==> src/rtl/serializer_tx.sv <==
// serializer_tx: parallel-to-serial converter for the phy_tx path.
// Takes WIDTH-bit words over valid/ready and shifts them out one bit per dclk
// with no gaps; when no payload is offered at a word boundary the IDLE_WORD
// comma fill goes out instead. tx_en only takes effect at word boundaries.
//
// Handshake: a word moves from the source into the block on a rising dclk
// edge where data_valid && data_ready. data_ready is combinational and only
// high at a word boundary with tx_en=1 and reset low. While data_valid=1 and
// data_ready=0 the source holds data_in stable; data_valid may not be
// withdrawn-and-changed before acceptance.
module serializer_tx #(
  parameter int               WIDTH     = 8,
  parameter bit               MSB_FIRST = 1'b1,
  parameter logic [WIDTH-1:0] IDLE_WORD = WIDTH'('hBC),
  parameter int               CW        = $clog2(WIDTH)
) (
  input  logic             dclk,
  input  logic             default_values,
  input  logic             tx_en,
  input  logic [WIDTH-1:0] data_in,
  input  logic             data_valid,
  output logic             data_ready,
  output logic             data_out,
  output logic [CW-1:0]    cnt,
  output logic             word_start,
  output logic             sending_data
);

  typedef enum logic {
    ST_OFF    = 1'b0,
    ST_ACTIVE = 1'b1
  } state_t;

  localparam logic [CW-1:0] CNT_LAST = CW'(WIDTH - 1);

  state_t           state, state_d;
  logic [WIDTH-1:0] shreg, shreg_d;
  logic [CW-1:0]    cnt_d;
  logic             dout_d;
  logic             ws_d;
  logic             sd_d;
  logic             boundary;
  logic             transfer;
  logic [WIDTH-1:0] load_word;

  // A new word (or the decision to go quiet) is only taken when the line is
  // off or the last bit of the current word is on data_out.
  assign boundary   = (state == ST_OFF) || (cnt == CNT_LAST);
  assign data_ready = boundary && tx_en && !default_values;
  assign transfer   = data_valid && data_ready;
  assign load_word  = transfer ? data_in : IDLE_WORD;

  // Next-state and next-output logic; shreg holds the bits still to be sent.
  always_comb begin
    state_d = state;
    shreg_d = shreg;
    cnt_d   = cnt;
    dout_d  = data_out;
    ws_d    = 1'b0;
    sd_d    = sending_data;
    if (boundary) begin
      if (!tx_en) begin
        state_d = ST_OFF;
        cnt_d   = CNT_LAST;
        dout_d  = 1'b0;
        sd_d    = 1'b0;
      end else begin
        state_d = ST_ACTIVE;
        cnt_d   = '0;
        ws_d    = 1'b1;
        sd_d    = transfer;
        if (MSB_FIRST) begin
          dout_d  = load_word[WIDTH-1];
          shreg_d = load_word << 1;
        end else begin
          dout_d  = load_word[0];
          shreg_d = load_word >> 1;
        end
      end
    end else begin
      // Mid-word: tx_en and data_valid are ignored so a word is never cut short.
      cnt_d = cnt + CW'(1);
      if (MSB_FIRST) begin
        dout_d  = shreg[WIDTH-1];
        shreg_d = shreg << 1;
      end else begin
        dout_d  = shreg[0];
        shreg_d = shreg >> 1;
      end
    end
  end

  // State and output registers; reset aborts any word in flight.
  always_ff @(posedge dclk) begin
    if (default_values) begin
      state        <= ST_OFF;
      shreg        <= '0;
      cnt          <= CNT_LAST;
      data_out     <= 1'b0;
      word_start   <= 1'b0;
      sending_data <= 1'b0;
    end else begin
      state        <= state_d;
      shreg        <= shreg_d;
      cnt          <= cnt_d;
      data_out     <= dout_d;
      word_start   <= ws_d;
      sending_data <= sd_d;
    end
  end

endmodule

==> config.mk <==
export PLATFORM = sky130hd
export DESIGN_NAME = serializer_tx
export DESIGN_NICKNAME = d
export VERILOG_FILES = /design/src/rtl/serializer_tx.sv
export SDC_FILE = /design/constraint.sdc
export NUM_CORES = 1
export LEC_CHECK = 0
export CAP_MARGIN = 40
export CORE_MARGIN = 4
export CORE_UTILIZATION = 39
export DETAILED_ROUTE_END_ITERATION = 6
export GPL_ROUTABILITY_DRIVEN = 0
export MAX_ROUTING_LAYER = met4
export PLACE_DENSITY = 0.75
export SYNTH_ARGS = -nofsm -noshare
export SYNTH_HDL_FRONTEND = slang
export SYNTH_SLANG_ARGS = --single-unit
==> constraint.sdc <==
create_clock -name dclk -period 1.5 [get_ports dclk]
set_input_delay 0.3 -clock dclk [delete_from_list [all_inputs] [get_ports dclk]]
set_output_delay 0.3 -clock dclk [all_outputs]
set_load 0.01 [all_outputs]
== Yosys cells after proc, flatten, opt, wreduce, memory -nomap -nowiden ==
Cells that the tools add are included.

* Register bits: 14
* Input bits: 12
* Output and inout port bits: 7
* Word-level logic and storage cells: 26

* Add/sub/neg operators: 1
* Equal/unequal tests: 2
* Mux-type cells: 9
* Bitwise operators: 2
* Reduce and logical (&&, ||, !) cells: 6

{| class="wikitable"
|+ Operator list
! cell !! count
|-
| 2-to-1 mux 8 bit || 3
|-
| 2-to-1 mux 3 bit || 2
|-
| 2-to-1 mux 1 bit || 4
|-
| adder 3 x 1 -> 3 bit (second input constant) || 1
|-
| == test 3 bit (second input constant) || 1
|-
| logical AND 1 bit || 3
|-
| != test 2 bit (second input constant) || 1
|-
| NOT 1 bit || 2
|-
| OR reduction 2 bit || 1
|-
| logical NOT 1 bit || 1
|-
| logical OR 1 bit || 1
|}

== Longest topological paths before layout ==
Gate-level depths: netlist of the first run.

* Word-level depth: 8
* Depth in mapped cells: 7
* Mapped depth without buffers: 5

== Worst setup path before layout of the first run ==
Ideal clock, no wire load.

* Path kind: register to output
* Start point: register cnt[0]
* End point: output port data_ready
* Arrival: 1.411 ns
* Required time: 1.200 ns
* Path slack: -0.211 ns
* Cell stages (with the launch flop): 7
* Path buffers: 2
* Path through: dfxtp_1 ha_1 ha_1 nor2b_4 buf_6 clkbuf_1 nor3b_1

* Word-level cells in the longest chain between the ends: 4

{| class="wikitable"
|+ RTL lines
! what !! line !! source
|-
| from (decl) || 24 || <nowiki>output logic [CW-1:0] cnt,</nowiki>
|-
| from (signal assigned) || 105 || <nowiki>cnt <= cnt_d;</nowiki>
|-
| == test 3 bit || 48 || <nowiki>assign boundary = (state == ST_OFF) || (cnt == CNT_LAST);</nowiki>
|-
| logical OR 1 bit || 48 ||
|-
| logical AND 1 bit (2 in a row) || 49 || <nowiki>assign data_ready = boundary && tx_en && !default_values;</nowiki>
|-
| to (decl) || 22 || <nowiki>output logic data_ready,</nowiki>
|}

No other way between the ends.

== Worst setup path in the final report of the first run ==
* Start point: register cnt[1]
* End point: output port data_ready

Same word-level chain as after synthesis.

==> out/metrics.csv, run 1 <==
stage;metric;value;unit
outcome;status;finished with violations;
outcome;failing checks;setup timing;
setup_path;CP max-delay cell;dfxtp_2;
timing;post-layout worst setup margin;-83.68;ps
layout;Finished Layout Cells;110;
logic_synthesis;synthesized-area fraction occupied by and/or/nand/nor cells;0.2377;
logic_synthesis;largest family of logic cells by synthesized area;simple AND/OR/NAND/NOR gates;
setup_path;Critical Path Most Common Cell;ha_4;
routing;max layer used;met4;
layout;n_diodes;0;
logic_synthesis;Syn Area/Cell;8.979;um2
routing;drc violations;0;
global_route;GRT overflow;0;
routing;met2 WL;742;um
power;static leakage;0.0003874;uW
logic_synthesis;register bit total from synthesis;14;
cts;Hold Buf Count CTS;0;
routing;met3 wire len;81;um
setup_path;Worst EP required;1200;ps
floorplanning;Die Area;2262;um2
routing;via/cell ratio;5.318;
routing;WL/cell;12.49;um
hold_path;Hold/Removal Path Class;flip-flop to flip-flop;
cts;clock sinks;14;
routing;Detail Route Antenna Nets;0;
routing;met1 wire length;535;um
floorplanning;Die Y;47.57;um
logic_synthesis;Synth Area in Compound Gates;0.1865;
logic_synthesis;post-synthesis xor/xnor area fraction;0;
setup_path;CP Max Fanout;2;
placement;Final HPWL DP;940.4;um
floorplanning;Initial Util;0.4101;
cts;CTS Buf Count;3;
timing;Period Utilization, post-route;1.056;
layout;FF+latch area;282.8;um2
cts;Clock H-tree levels;1;
routing;final WL;1374;um
logic_synthesis;Synth Area in Adders;0.04098;
layout;FILL cells;126;
cts;Clock transition at path regs;80;ps
routing;via count;585;
global_route;pin count of the biggest net entering global routing;16;
timing;clk_skew;0.4273;ps
timing;post-route minimum period;1584;ps
setup_path;Critical Path Sink Type;primary output;
layout;Multi-input gate area;340.3;um2
logic_synthesis;Synth Instances;68;
timing;Pins Over Slew Limit;0;
cts;Clock Root Buffer;clkbuf_4;
logic_synthesis;Synth cell types;22;
logic_synthesis;Seq/Total Area, Yosys;0.4590;
logic_synthesis;synthesized cell area;610.6;um2
setup_path;crit path launch type;flip-flop;
floorplanning;core area;1489;um2
logic_synthesis;top cell type's share of synthesized area;0.4590;
global_route;first-pass GRT wire length;1938;um
setup_path;r2r setup slk;10;ps
layout;final layout net count;110;
cts;CTS tree;built;
placement;placed insts;102;
placement;pre-CTS setup slack;-330.0;ps
logic_synthesis;Synth area leader;dfxtp_1;
global_route;GRT Util Overall;0.1291;
setup_path;sequence of cells on the critical path;ha_4, ha_4, nor2b_4, nor3b_4, buf_2;
timing;Rel. slew slack;0.7708;
logic_synthesis;post-synthesis mux area share;0;
logic_synthesis;syn_nets;82;
timing;Max Clk Rate;0.6314;GHz
floorplanning;row count;14;
global_route;vias in the first global route;441;
setup_path;critical path type;flip-flop to primary output;
floorplanning;Die W;47.57;um
layout;Syn-to-layout area delta;55.53;%
setup_path;max incr delay on CP;340;ps
timing;RSZ-0062 raised after global routing;true;
timing;setup TNS;-83.68;ps
floorplanning;Top Ports;19;
timing;Final setup viols;1;
run;max cap viols;0;
power;VDD IR-drop max;607.7;uV
setup_path;CP arrival;1280;ps
placement;PortBufs;18;
routing;drt first pass iters;4;
logic_synthesis;Yosys Warn Count;0;
layout;share of layout cells above drive strength 1;0.2553;
timing;Fin. Hold Viols;0;
timing;worst-margin pin slew;342.0;ps
power;Pwr per Cell Area;868.2;nW/um2
logic_synthesis;Area contributors post-synth;dfxtp_1 (46%), nand2_1 (6.8%), a221oi_1 (5.7%);
cts;clk buf depth;2;
cts;clk_lat worst skew;270;ps
routing;Initial DRC Count;7;
power;Final Total Pwr;824.5;uW
global_route;antenna violations before repair;0;
-- repair_timing --
item | in CTS | in global routing
setup endpoints to repair | 9 | 10
gates resized for setup | 10 | 6
pin swaps | 4 | 3
setup buffers | 2 | 3
-- synth_stat cells (all sizes together) --
cell type,instances
nand2,11
a221oi,4
ha,2
o21bai,1
nor2b,2
a31oi,3
inv,5
a21o,3
a21oi,2
nor3,2
dfxtp,14
or2b,1
o21ai,4
nand3b,2
buf,2
or4b,2
clkbuf,3
nand3,2
nand2b,1
nor3b,2
-- flip-flops by register name, summed over array words and instances (netlist names) --
name,flops
cnt,3
data_out,1
shreg,7
sending_data,1
state,1
word_start,1
-- power by group --
| group | total, uW | switching (uW) | internal [uW] |
|---|---|---|---|
| combinational | 204 | 86.3 | 118 |
| sequential | 416 | 15.1 | 401 |
| clock | 204 | 111 | 93.0 |
| total | 824 | 213 | 612 |
-- logic make-up after synthesis --
logic type | Yosys count
buffers and inverters | 10
flip-flops | 14
AO/OA/AOI/OAI | 17
adder cells (fa/ha/maj) | 2
AND/OR/NAND/NOR | 25
-- final cells by class --
cell class,instances,area share
sequential,14,0.2978
multi-input combinational,44,0.3584
tap,16,0.02108
timing repair buffer,28,0.2793
inverter,5,0.01976
clock buffer,3,0.02372
-- final timing paths --
path | from | endpoint | depth (start not counted)
setup reg to reg | cnt[1] | shreg[2] | 6
hold / removal | sending_data | sending_data | 2
hold reg to reg | sending_data | sending_data | 2
setup / recovery | cnt[1] | data_ready | 5
-- through the flow --
step / utilization / hold WS, ps / cell area [um2]
finish: 0.6378 / 456.3 / 949.7
global route: 0.6378 / 486.2 / 949.7
CTS: 0.6050 / 458.3 / 900.9
detailed placement: 0.5706 / 446.0 / 849.6
global placement: 0.5706 / 441.9 / 849.6
floorplan: - / 378.7 / 649.4
-- metal layers --
layer / track usage / vias to the layer above
li1: - / 296
met1: 0.1509 / 273
met2: 0.1952 / 14
met3: 0.05639 / 2
met4: 0.04839 / 0
met5: - / -
-- cells in the final DEF, fill, tap and decap left out, types with 3 or more instances in the layout --
master            n
inv_1             5
o21ai_0           4
dfxtp_1          12
buf_4             7
a21o_1            3
clkdlybuf4s50_1  14
a31oi_1           3
clkbuf_4          3
nand2_1          10
-- worst max-delay path: cells and delay by family, from the launching register on --
kind | cells | cell delay (ps)
AND/OR/NAND/NOR | 2 | 220
adder cells (fa/ha/maj) | 2 | 320
buffers and inverters | 1 | 140
flip-flops | 1 | 340
(Power assumes the default switching activity.)
==> run 2, diff against run 1 <==
- CORE_MARGIN: 4 -> 10
- clock period: 1.5 -> 1.4 ns (I/O delays scaled with it)
==> run 2 against run 1 <==
Effect of this change:
- the run still ends with setup timing left
- largest power group unchanged
- die area increased by 57%
- highest routed layer unchanged
- cell count fell by 3.6%
- utilization is 4.2 points lower
- largest cell class unchanged
- sequential share of layout area rose by 2.7 points
- via count decreased by 5.6%
- critical path type unchanged
- first-iteration DRC count up 14%
- register-to-register slack lost 150 ps
- cell area is 6.6% lower
- hold slack better by 5.1 ps
- critical endpoint unchanged
- global-route usage is 4.2 points lower
- critical path depth unchanged
- routed wire length increased by 2.2%
==> out/metrics.csv, run 2 (same netlist as run 1, synthesis figures left out) <==
stage;metric;value;unit
outcome;status;finished with violations;
outcome;failing checks;setup timing;
global_route;GRT overflow;0;
floorplanning;core area;1489;um2
timing;Fin. Hold Viols;0;
cts;Clock H-tree levels;1;
timing;Period Utilization, post-route;1.118;
setup_path;Worst EP required;1120;ps
timing;clk_skew;8.216;ps
floorplanning;Die Area;3548;um2
layout;max FFs per register;7;
hold_path;Hold/Removal Path Class;flip-flop to flip-flop;
cts;Clock Root Buffer;clkbuf_4;
timing;post-layout worst setup margin;-165.8;ps
timing;worst-margin pin slew;335.9;ps
layout;Syn-to-layout area delta;45.29;%
timing;Final setup viols;7;
floorplanning;row count;14;
placement;Final HPWL DP;1072;um
layout;share of layout cells above drive strength 1;0.1889;
timing;Max Clk Rate;0.6387;GHz
power;static leakage;0.0003641;uW
run;max cap viols;0;
routing;Detail Route Antenna Nets;0;
global_route;GRT Util Overall;0.08743;
cts;CTS tree;built;
cts;clk buf depth;2;
layout;final layout net count;105;
routing;drc violations;0;
routing;via count;552;
layout;Top Registers;shreg: 7 flops, cnt: 3 flops;
floorplanning;Die W;59.57;um
timing;post-route minimum period;1566;ps
setup_path;CP Max Fanout;2;
global_route;vias in the first global route;498;
global_route;antenna violations before repair;0;
setup_path;crit path launch type;flip-flop;
layout;most frequent cells in the layout;dfxtp_1 (12), nand2_1 (11), clkdlybuf4s50_1 (11);
floorplanning;Die Y;59.57;um
timing;RSZ-0062 raised after global routing;true;
routing;via/cell ratio;5.208;
global_route;first-pass GRT wire length;2283;um
layout;n_diodes;0;
layout;commonest non-fill, non-tap cell in the layout;dfxtp_1;
timing;Rel. slew slack;0.7749;
routing;Initial DRC Count;8;
global_route;pin count of the biggest net entering global routing;18;
cts;clk_lat worst skew;280;ps
cts;Hold Buf Count CTS;0;
timing;final hold slack;461.3;ps
power;VDD IR-drop max;636.4;uV
layout;fin util;0.5958;
routing;WL/cell;13.25;um
setup_path;CP arrival;1290;ps
floorplanning;Initial Util;0.4101;
floorplanning;Top Ports;19;
placement;PortBufs;18;
routing;drt first pass iters;4;
setup_path;critical path type;flip-flop to primary output;
layout;Biggest register;shreg;
cts;clock sinks;14;
power;Pwr per Cell Area;972.9;nW/um2
routing;final WL;1404;um
timing;Pins Over Slew Limit;0;
cts;Clock transition at path regs;90;ps
cts;CTS Buf Count;3;
setup_path;Critical Path Sink Type;primary output;
-- run 2: changes by cell type in the layout (fill, tap and decap cells not counted), moves of 2 or more --
| cell | previous run | this run |
|---|---|---|
| dfxtp_4 | 0 | 2 |
| buf_4 | 7 | 4 |
| dlygate4sd2_1 | 2 | 6 |
| clkdlybuf4s50_1 | 14 | 11 |
| dfxtp_2 | 2 | 0 |
-- run 2: path summary, 6_finish.rpt --
kind | start | end | slack, ps | depth (start not counted)
worst max-delay path | cnt[1] | data_ready | -170 | 5
worst max register to register | cnt[1] | shreg[7] | -140 | 6
worst min-delay path | shreg[7] | data_out | 460 | 2
worst min register to register | shreg[7] | data_out | 460 | 2
-- run 2: stage by stage --
| step | power (uW) | setup WS, ps | cells | setup TNS [ps] | area, um2 |
|---|---|---|---|---|---|
| finish | 863.1 | -165.8 | 106 | -597.0 | 887.1 |
| global placement | 644.2 | -401.4 | 102 | -2163 | 858.3 |
| CTS | 873.3 | -200.7 | 106 | -1029 | 877.1 |
| detailed placement | 648.6 | -399.9 | 102 | -2245 | 858.3 |
| global route | 923.6 | -244.2 | 106 | -1261 | 887.1 |
| floorplan | 558.7 | -41.66 | 68 | -124.6 | 649.4 |
-- run 2: layout make-up --
class                      count  area, um2
multi-input combinational     44      325.3
tap                           16      20.02
fill                         141      601.8
clock buffer                   3      22.52
timing repair buffer          23      209.0
clock inverter                 1      3.754
inverter                       5      18.77
sequential                    14      287.8
-- run 2: metal layers --
layer | routed length, um | vias to the layer above | share of wire | global-route usage
met5 | 0 | - | 0 | -
li1 | - | 282 | - | -
met4 | 12 | 0 | 0.0085 | 0.03846
met3 | 97 | 2 | 0.069 | 0.04506
met2 | 737 | 14 | 0.52 | 0.1263
met1 | 555 | 254 | 0.40 | 0.09818
-- run 2: repair_timing --
| action | 4_1_cts | 5_1_grt |
|---|---|---|
| endpoints found under the setup margin | 15 | 10 |
| buffers inserted | 0 | 0 |
| gates resized for setup | 11 | 2 |
| cloned | 0 | 0 |
-- run 2: power breakdown --
| group | internal, uW | total, uW | switching (uW) | leakage, uW |
|---|---|---|---|---|
| logic | 103 | 186 | 83.3 | 0.000232 |
| clock network | 103 | 232 | 129 | 0.0000154 |
| registers | 428 | 445 | 16.7 | 0.000116 |
| total | 635 | 863 | 228 | 0.000364 |
-- run 2: critical path: stages (launching register included) --
cell	delay, ps
dfxtp_4	360
ha_4	130
ha_4	130
nor2b_4	40
nor3b_2	170
buf_2	160
